File: src/rtl/ctrl_pkg.sv
// ctrl_pkg: shared opcode, alu_op and FSM state encodings for the ctrl_seq sequencer.
package ctrl_pkg;
   typedef enum logic [2:0] {S_IDLE, S_READ, S_WAIT, S_EXEC, S_WRITE, S_HLT} state_t;
   localparam logic [2:0] OP_NOP   = 3'b000;
   localparam logic [2:0] OP_LOAD  = 3'b001;
   localparam logic [2:0] OP_STORE = 3'b010;
   localparam logic [2:0] OP_ADD   = 3'b011;
   localparam logic [2:0] OP_SUB   = 3'b100;
   localparam logic [2:0] OP_AND   = 3'b101;
   localparam logic [2:0] OP_HALT  = 3'b111;
   localparam logic [1:0] ALU_PASS = 2'b00;
   localparam logic [1:0] ALU_ADD  = 2'b01;
   localparam logic [1:0] ALU_SUB  = 2'b10;
   localparam logic [1:0] ALU_AND  = 2'b11;
endpackage

File: src/rtl/ctrl_decode.sv
// ctrl_decode: combinational opcode decoder.
//   i_op      : opcode field of the incoming instruction
//   o_next    : state the sequencer enters on accept (IDLE for NOP/illegal)
//   o_alu     : alu_op to apply in EXEC
//   o_illegal : opcode is undefined (110 or any upper opcode bit set)
module ctrl_decode
   import ctrl_pkg::*;
#(
   parameter int INSTR_BITS = 3
) (
   input  logic [INSTR_BITS-1:0] i_op,
   output state_t                o_next,
   output logic [1:0]            o_alu,
   output logic                  o_illegal
);
   logic w_hi_set;
   assign w_hi_set = |(i_op >> 3);
   always_comb begin
      o_next    = S_IDLE;
      o_alu     = ALU_PASS;
      o_illegal = w_hi_set;
      if (!w_hi_set) begin
         case (i_op[2:0])
            OP_NOP:   o_next = S_IDLE;
            OP_LOAD:  o_next = S_READ;
            OP_STORE: o_next = S_WRITE;
            OP_ADD:   begin o_next = S_READ; o_alu = ALU_ADD; end
            OP_SUB:   begin o_next = S_READ; o_alu = ALU_SUB; end
            OP_AND:   begin o_next = S_READ; o_alu = ALU_AND; end
            OP_HALT:  o_next = S_HLT;
            default:  o_illegal = 1'b1;
         endcase
      end
   end
endmodule

File: src/rtl/ctrl_seq.sv
// ctrl_seq: instruction sequencer driving memory/accumulator control lines.
//   clk, rst_n          : clock, async active-low reset
//   in_valid/in_ready   : instruction handshake, value = {opcode, address}
//   resume              : leave HALT
//   mem_addr/mem_rd/mem_wr : memory address and strobes
//   alu_op/acc_we       : accumulator control, alu_op only non-PASS in EXEC
//   halted/illegal      : HALT state flag, one-cycle undefined-opcode pulse
//   retired             : wrapping completed-instruction count
module ctrl_seq
   import ctrl_pkg::*;
#(
   parameter  int ADDRESS_BITS = 5,
   parameter  int INSTR_BITS   = 3,
   parameter  int READ_LATENCY = 1,
   parameter  int COUNT_BITS   = 16,
   localparam int VALUE_BITS   = INSTR_BITS + ADDRESS_BITS
) (
   input  logic                    clk,
   input  logic                    rst_n,
   input  logic                    in_valid,
   output logic                    in_ready,
   input  logic [VALUE_BITS-1:0]   value,
   input  logic                    resume,
   output logic [ADDRESS_BITS-1:0] mem_addr,
   output logic                    mem_rd,
   output logic                    mem_wr,
   output logic [1:0]              alu_op,
   output logic                    acc_we,
   output logic                    halted,
   output logic                    illegal,
   output logic [COUNT_BITS-1:0]   retired
);
   localparam logic [2:0] WAIT_INIT = 3'(READ_LATENCY > 1 ? READ_LATENCY - 2 : 0);
   state_t                  r_state, w_next, w_dec_next;
   logic [ADDRESS_BITS-1:0] r_addr;
   logic [1:0]              r_alu, w_dec_alu;
   logic                    r_illegal, w_dec_ill, w_accept, w_retire;
   logic [2:0]              r_cnt;
   logic [COUNT_BITS-1:0]   r_retired;
   ctrl_decode #(.INSTR_BITS(INSTR_BITS)) u_dec (
      .i_op      (value[VALUE_BITS-1:ADDRESS_BITS]),
      .o_next    (w_dec_next),
      .o_alu     (w_dec_alu),
      .o_illegal (w_dec_ill)
   );
   assign w_accept = in_valid && (r_state == S_IDLE);
   always_comb begin
      w_next   = r_state;
      w_retire = 1'b0;
      case (r_state)
         S_IDLE: if (w_accept) begin
            w_next   = w_dec_next;
            // NOP and HALT retire on accept; illegal is never counted
            w_retire = !w_dec_ill && (w_dec_next == S_IDLE || w_dec_next == S_HLT);
         end
         S_READ:  w_next = (READ_LATENCY == 1) ? S_EXEC : S_WAIT;
         S_WAIT:  w_next = (r_cnt == 3'd0) ? S_EXEC : S_WAIT;
         S_EXEC:  begin w_next = S_IDLE; w_retire = 1'b1; end
         S_WRITE: begin w_next = S_IDLE; w_retire = 1'b1; end
         S_HLT:   w_next = resume ? S_IDLE : S_HLT;
         default: w_next = S_IDLE;
      endcase
   end
   always_ff @(posedge clk or negedge rst_n) begin
      if (!rst_n) begin
         r_state   <= S_IDLE;
         r_addr    <= '0;
         r_alu     <= ALU_PASS;
         r_illegal <= 1'b0;
         r_cnt     <= 3'd0;
         r_retired <= '0;
      end else begin
         r_state   <= w_next;
         r_illegal <= w_accept && w_dec_ill;
         r_retired <= r_retired + COUNT_BITS'(w_retire);
         if (w_accept) begin
            r_addr <= value[ADDRESS_BITS-1:0];
            r_alu  <= w_dec_alu;
         end
         if (r_state == S_READ) r_cnt <= WAIT_INIT;
         else if (r_state == S_WAIT) r_cnt <= r_cnt - 3'd1;
      end
   end
   assign in_ready = (r_state == S_IDLE);
   assign mem_addr = r_addr;
   assign mem_rd   = (r_state == S_READ);
   assign mem_wr   = (r_state == S_WRITE);
   assign acc_we   = (r_state == S_EXEC);
   assign alu_op   = (r_state == S_EXEC) ? r_alu : ALU_PASS;
   assign halted   = (r_state == S_HLT);
   assign illegal  = r_illegal;
   assign retired  = r_retired;
endmodule

File: config.mk
export PLATFORM = sky130hd
export DESIGN_NAME = ctrl_seq
export DESIGN_NICKNAME = d
export VERILOG_FILES = /design/src/rtl/ctrl_pkg.sv /design/src/rtl/ctrl_decode.sv /design/src/rtl/ctrl_seq.sv
export SDC_FILE = /design/constraint.sdc
export NUM_CORES = 1
export LEC_CHECK = 0
export ABC_AREA = 1
export CORE_MARGIN = 3
export CORE_UTILIZATION = 48
export CTS_BUF_LIST = sky130_fd_sc_hd__clkbuf_16
export DETAILED_ROUTE_END_ITERATION = 10
export PLACE_DENSITY = 0.82
export SLEW_MARGIN = 20
export SYNTH_ARGS = -nofsm -noshare
export SYNTH_HDL_FRONTEND = slang
export SYNTH_SLANG_ARGS = --single-unit
File: constraint.sdc
create_clock -name clk -period 2.69 [get_ports clk]
set_clock_uncertainty 0.1 [all_clocks]
set_input_delay 0.4035 -clock clk [delete_from_list [all_inputs] [get_ports clk]]
set_output_delay 0.4035 -clock clk [all_outputs]
set_load 0.02 [all_outputs]
* Word-level counts from Yosys, hierarchy flattened
Index checks and enable logic that the tools add are counted.
Widths: inputs -> output; s select.
** Word-level totals
- Output and inout port bits :: 29
- Bits in registers :: 30
- Input port bits :: 12
** Cells by class
- Reduce and logical (&&, ||, !) cells :: 12
- Add/subtract/negate cells :: 2
- Equality and inequality tests :: 13
- Multiplexer cells :: 12
** Operators with widths (count)
- $eq 3x3->1 const B :: 6
- $add 16x1->16 :: 1
- $eq 3x2->1 const B :: 4
- $logic_not 3->1 :: 4
- $mux 3 :: 4
- $pmux 3 s4 :: 1
- $pmux 3 s3 :: 1
- $reduce_or 7->1 :: 1
- $eq 3x1->1 const B :: 2
- $pmux 2 s3 :: 1
- $reduce_or 4->1 :: 1
- $logic_and 1x1->1 :: 3
- $mux 1 :: 3
- $sub 3x1->3 const B :: 1
- $mux 2 :: 1
- $ne 2x1->1 const B :: 1
- $pmux 1 s2 :: 1
- $reduce_bool 2->1 :: 1
- $reduce_or 2->1 :: 1
- $logic_or 1x1->1 :: 1

* Depth between registers and ports, before layout
- Depth after elaboration :: 9
- Depth in mapped cells :: 15
- Mapped depth without buffers :: 15

* Modules after synthesis
A second synthesis with hierarchy kept.
** Second synthesis, totals
- Cell total of the unflattened synthesis :: 200
- Area, all modules :: 1561.5 µm²
** Modules (own cells, without submodules)
- ctrl_seq :: instances 1, sequential area each 750.7 µm², cells each 185, area each 1495.2 µm²
- ctrl_decode :: instances 1, sequential area each 0.0 µm², cells each 15, area each 66.3 µm²

* Least setup slack after synthesis
OpenSTA, ideal clock, no wires.
- Path kind :: register to register
- Start :: register r_state[1]
- End :: register r_retired[10], in the netlist retired[10]
- Setup slack :: 0.439 ns
- Clock period less this slack :: 2.251 ns
- Stages on the path, launching flop included :: 11
- Data required time :: 2.460 ns
- Library setup time :: 0.130 ns
- Arrival time :: 2.020 ns
- Cells stage by stage :: dfrtp_1 -> buf_6 -> nor3_1 -> nor2_1 -> nand2_1 -> ha_1 -> ha_1 -> nand2_1 -> nor2_2 -> nand2_1 -> xnor2_1
** Between the ends
- Elaborated cells between the ends (all ways) :: 8
** RTL lines
- start: declaration :: line ctrl_seq.sv:34 : state_t r_state, w_next, w_dec_next;
- start signal: assignment :: line ctrl_seq.sv:73 : r_state <= w_next;
- $eq 3x3->1
- net mem_wr :: line ctrl_seq.sv:26 : output logic mem_wr,
- $reduce_or 2->1 (no line)
- $pmux 1 s2 :: line ctrl_seq.sv:50 : case (r_state)
- $add 16x1->16 :: line ctrl_seq.sv:75 : r_retired <= r_retired + COUNT_BITS'(w_retire);
- end signal: assignment :: line ctrl_seq.sv:75
- end: declaration :: line ctrl_seq.sv:39 : logic [COUNT_BITS-1:0] r_retired;
The timed path passes the listed nets, and every way through them passes these cells.
A chain may end at the register's enable or synchronous reset.

* Worst setup path after layout
- Start :: register r_state[1]
- End :: output port mem_wr
** Between the ends
- Cells in the longest elaborated chain, start to end :: 1
** RTL lines
- $eq 3x3->1 :: line ctrl_seq.sv:87 : assign mem_wr = (r_state == S_WRITE);
- end: declaration :: line ctrl_seq.sv:26
Every way passes these cells.

==> summary.txt <==
Core area: 0.00308 mm2
Main flop type after synthesis: dfrtp_1
CTS tree: built
Clock Tree Buf Depth: 2
Die area: 0.00395 mm2
Initial antenna violation count: 0
Resized cells post-CTS: 0
Critical Path RT: 2.19 ns
Yosys top cell area share: 0.484
Commonest cells in the netlist: nand2_1, dfrtp_1, inv_1, nor2_1, nand3_1
DRC viols: 0
Die height: 62.9 um
Fillers: 250
Setup violations, final: 0
Final RePlAce weighted congestion: 0.809
Clock transition at the registers of the reported paths: 0.05 ns
Tot Pwr: 2.05 mW
Min cycle time layout: 2.28 ns
Starting density of the core: 0.504
PortBufs: 40
Final Routed Wirelength: 3.03 mm
CP arrival: 1.78 ns
Post-synth EDFFs: 0
Synthesized netlist cell count: 183
Layout cells sized above 1: 0.122
Crit Path Category: reg -> out
H-tree level count: 2
YS warnings: 0
Setup TNS: 0 ns
Antenna-violating nets left: 0
Vias in the first global route: 1216
Worst-Margin Slew: 0.387 ns
Worst setup EP type: output pin
Post-DP HPWL: 2.29 mm
Synth area leaders: dfrtp_1, nand2_1, inv_1
Final WS setup: 0.406 ns
Post-route cell area: 0.00214 mm2
Area of the multi-input gates: 688 um2
Die Wd: 62.9 um
Remaining global-route overflow: 0
DRT Pass-1 Iters: 4
CTS buffer count: 5
Critical Path Source: r_state[1]$_DFFE_PN0P_
First-pass GRT wire length: 5.33 mm
Clock root buffer: clkbuf_16
Fraction of registers with async set/reset: 1.00
Power Density: 958 mW/mm2
Endpoints failing hold: 0
Syn Nets: 199
Crit path launch type: register
Setup Buffers After CTS: 0
Class of the tightest hold or removal check: reg -> reg
RR Startpoint: r_state[0]$_DFFE_PN0P_
Max-Cap Viols: 0
Hold Buf Count CTS: 0
Syn-to-layout area delta: 37.7%
RSZ-0062 raised after global routing: no
Most frequent cell after synthesis: nand2_1
Worst Hold Slack: 0.381 ns
Antenna cells: 0
Netlist Area Pre-Place: 0.00155 mm2
Gr usage total: 0.173
Post-synth top area cell: dfrtp_1
Seq/Total Area, Yosys: 0.484
Clk_lat worst skew: 0.27 ns
Worst hold start: mem_addr[2]$_DFFE_PN0N_
Unique masters post-synth: 26
Final Max Tran Viols: 0
Status: complete, no violations
Yosys reg bits: 30
Via density: 4.70
Largest net degree at the start of global routing: 31
DR iter-0 viols: 61
Tcrit/Tclk final: 0.849
Register Area: 751 um2
Io pins: 41
Slew headroom: 0.742
Setup slack at placement: 0.276 ns
Max FO, Critical Path: 8
Nets@finish: 246
CTS sink cnt: 30
Synth Area per Inst: 8.48 um2
DR vias: 1289
Routed len/inst: 11.0 um
Leakage: 1.02 nW
Peak VDD IR: 0.000689 V
Max Freq: 0.438 GHz
Placed Area: 0.00200 mm2
# rows: 20
==> worst paths after layout <==
kind	endpoint	slack, ns	cells past startpoint
hold / removal	mem_addr[2]$_DFFE_PN0N_	0.38	2
min in group asynchronous	retired[4]$_DFF_PN0_	0.42	2
hold reg to reg	mem_addr[2]$_DFFE_PN0N_	0.38	2
max in group asynchronous	mem_addr[1]$_DFFE_PN0N_	1.79	2
setup reg to reg	retired[12]$_DFF_PN0_	0.57	13
setup / recovery	mem_wr	0.41	2
==> placed cells by master (no fill, tap or decap), types with 2 or more instances in the layout <==
| master | Yosys | layout |
|---|---|---|
| xnor2_1 | 4 | 4 |
| inv_1 | 20 | 22 |
| nand3_1 | 11 | 11 |
| o21ai_0 | 2 | 2 |
| inv_2 | 3 | 3 |
| ha_1 | 4 | 4 |
| nand2_2 | 10 | 10 |
| clkdlybuf4s50_1 | 0 | 40 |
| clkbuf_16 | 0 | 5 |
| nor2_1 | 19 | 19 |
| xor2_1 | 7 | 7 |
| dfrtp_1 | 30 | 30 |
| nand2_1 | 49 | 49 |
| nor2_2 | 4 | 4 |
| nand4_1 | 3 | 3 |
| nor3_1 | 4 | 4 |
| o21ai_1 | 2 | 2 |
==> cell families (layout without fill, tap and decap cells) <==
family / Yosys count / in the layout / share of synthesized area
simple gates: 105 / 105 / 0.323
flops: 30 / 30 / 0.484
buf+inv: 26 / 73 / 0.0726
xor+xnor: 11 / 11 / 0.0621
compound gates: 7 / 7 / 0.0258
fa+ha+maj: 4 / 4 / 0.0323
==> report_power, final <==
| group | internal [mW] | switching (mW) |
|---|---|---|
| combinational | 0.365 | 0.463 |
| sequential | 0.587 | 0.132 |
| clock | 0.328 | 0.171 |
| total | 1.28 | 0.766 |
==> through the flow <==
stage	instances	utilization
6_report	274	0.694
5_1_grt	274	0.694
4_1_cts	274	0.694
3_5_place_dp	267	0.651
3_3_place_gp	267	0.651
2_1_floorplan	183	-
==> layer usage <==
metal | GRT usage | vias to the layer above | part of all wire | wire (um)
met5 | 0 | - | 0 | 0
met4 | 0.0882 | 0 | 0.017 | 51
met3 | 0.0540 | 7 | 0.057 | 173
met2 | 0.273 | 43 | 0.48 | 1450
met1 | 0.213 | 581 | 0.45 | 1350
li1 | - | 658 | - | -
==> state kept, by name (all words and copies together), names as in the netlist <==
| signal | flops |
|---|---|
| r_cnt | 3 |
| mem_addr | 5 |
| r_alu | 2 |
| r_state | 3 |
| retired | 16 |
| illegal | 1 |
==> final cells by class <==
class / instances / area share
Multi-Input combinational cell: 127 / 0.322
Timing Repair Buffer: 41 / 0.191
Clock inverter: 2 / 0.00351
Inverter: 25 / 0.0475
Clock buffer: 5 / 0.0586
Sequential cell: 30 / 0.351
Tap cell: 44 / 0.0258
==> worst max-delay path, cell delays in order, from the launching register on <==
cell             delay [ns]
dfrtp_1                0.51
nor3_1                 0.34
clkdlybuf4s50_1        0.66
(Power assumes the default switching activity.)
==> patch, RTL diff (same settings) <==
Put one more register stage on the output `retired`. The value now appears one clock later. The other outputs are not delayed to match.
--- a/src/rtl/ctrl_seq.sv
+++ b/src/rtl/ctrl_seq.sv
@@ -90,5 +90,7 @@
    assign halted   = (r_state == S_HLT);
    assign illegal  = r_illegal;
-   assign retired  = r_retired;
+   always_ff @(posedge clk) begin
+      retired <= r_retired;
+   end
 endmodule
 
Behaviour: not the same (a bounded check fails within 4 cycles, from zero or initial values and one cycle with rst_n low).
==> patch against the original RTL <==
- count of clock-buffer cells in the layout unchanged
- worst setup slack improved by 0.0036 ns
- area after synthesis rose by 21%
- hold slack got worse by 0.093 ns
- power is 16% higher
- sequential cell count grew 16
- wire length is 12% higher
- global-route usage is 0.36 points lower
- final area grew 16%
- critical endpoint is now alu_op[1]
- largest power group is now registers
- highest routed layer unchanged
==> patch: results (changes against the original RTL) <==
** Run status
- The flow ran to the end, and the final reports show no timing, DRC or antenna violations.

** Logic synthesis
- Share of synthesized area spent on multiplexers :: 0% (unchanged)
- The mean instance size in the synthesized netlist was 9.34 um2 (+10%).
- Commonest cells in the synthesized netlist :: nand2_1, dfrtp_1, inv_1, dfxtp_1, nor2_1
- The area share of fa/ha/maj cells after synthesis is 2.66% (-0.56 points).
- Number of unique standard cell types used by synthesis :: 25 (-3.8%)
- Post-synthesis xor/xnor area fraction :: 4.20% (-2.0 points)
- The sequential-to-total area share from yosys stat came to 57.0% (+8.6 points).
- Yosys synthesis warning count :: 0 (unchanged)
- Area contributors post-synth :: dfrtp_1, dfxtp_1, nand2_1, inv_1, nor2_1
- The share of synthesized registers carrying an async set or reset came to 65.2% (-35 points).
- The synthesized netlist net count came to 217 (+9.0%).
- Synthesized-area fraction occupied by ao, oa, aoi and oai cells :: 3.53% (+0.95 points)

** Layout
- The total number of nets in the final design came to 264 (+7.3%).
- The fraction of final layout cells sized beyond drive strength 1 was 9.24% (-2.9 points).
- The count of non-filler cells in the finished layout was 297 (+8.4%).

** Pwr
- The net switching power of the design is 0.810 mW (+5.7%).
- The static power due to leakage was 1.15 nW (+13%).
- The worst vdd rail ir drop was 0.654 mV (-5.1%).

** GRT
- Largest net degree at the start of global routing :: 31 (unchanged)
- The total routing resource utilization after global routing came to 17.0% (-0.36 points).
- Met2 usage in global routing :: 29.8% (+2.5 points)
- The met3 track utilization from global routing came to 5.67% (+0.28 points).
- First-pass GRT wire length :: 5.87 mm (+10%)
- The met1 capacity usage during global routing is 19.2% (-2.1 points).
- Vias in the first global route :: 1415 (+16%)

** Placement
- HPWL after detailed placement :: 2.59 mm (+13%)
- Number of port buffers :: 40 (unchanged)
- The cell count after placement was 289 (+8.2%).
- Placer's final routability congestion estimate :: 0.919 (+14%)
- Placed instance area :: 0.00233 mm2 (+17%)

** Route
- Via density per instance :: 4.79 (+1.8%)
- Violation count after the first detailed-route iteration :: 111 (+82%)
- Drt total wl :: 3.40 mm (+12%)

** Clock tree
- The clock buffer count from CTS was 5 (unchanged).
- The number of buffers on the longest clock path is 2 (unchanged).
- Number of hold buffers added after cts :: 0 (unchanged)

** STA
- Max_slew headroom :: 75.2% (+0.98 points)

** Setup path
- The delay contributed by the slowest stage of the critical path came to 0.62 ns (-0.04 ns).
==> patch: final cells by class <==
class,instances,area [um2]
timing repair buffer,41,408
multi-input combinational,127,694
tap,48,60.1
inverter,27,101
sequential,46,1070
clock inverter,3,11.3
fill,307,1240
clock buffer,5,125
==> patch: per-stage QoR <==
step,setup slack [ns],hold slack (ns)
floorplan,0.600,0.00791
global placement,0.261,0.276
detailed placement,0.192,0.283
CTS,0.392,0.296
global route,0.280,0.303
finish,0.410,0.288
==> patch: cell families after synthesis <==
logic type,after synthesis
AO/OA/AOI/OAI,12
XOR/XNOR,9
adder cells (fa/ha/maj),4
buffers and inverters,28
flip-flops,46
AND/OR/NAND/NOR,102
==> patch: metal layers <==
metal	part of all wire [%]	up-vias
met3	5.9	6
met2	51	41
met5	0	-
met4	1.3	0
met1	42	661
li1	-	714
==> patch: final timing paths <==
path	endpoint	slack [ns]	cells after the start	start
setup / recovery	alu_op[1]	0.41	3	r_state[1]$_DFFE_PN0P_
hold / removal	retired[0]$_DFF_P_	0.29	0	r_retired[0]$_DFF_PN0_
setup reg to reg	r_retired[10]$_DFF_PN0_	0.50	11	r_state[0]$_DFFE_PN0P_
hold reg to reg	retired[0]$_DFF_P_	0.29	0	r_retired[0]$_DFF_PN0_
max in group asynchronous	r_retired[0]$_DFF_PN0_	1.80	2	rst_n
min in group asynchronous	r_retired[5]$_DFF_PN0_	0.42	2	rst_n
==> patch: worst register-to-register path, delay by kind of cell, from the launching register on <==
kind / cells / cell delay (ns)
compound gates: 1 / 0.16
xor+xnor: 1 / 0.15
fa+ha+maj: 2 / 0.41
buf+inv: 1 / 0.11
flops: 1 / 0.42
simple gates: 6 / 0.73
==> patch: power by group through the flow <==
stage	clock network [mW]	logic, mW	registers (mW)
floorplan	0	0.435	1.07
global placement	0	0.799	1.01
detailed placement	0	0.821	1.01
CTS	0.576	0.824	1.00
global route	0.604	0.900	1.02
finish	0.559	0.808	1.00
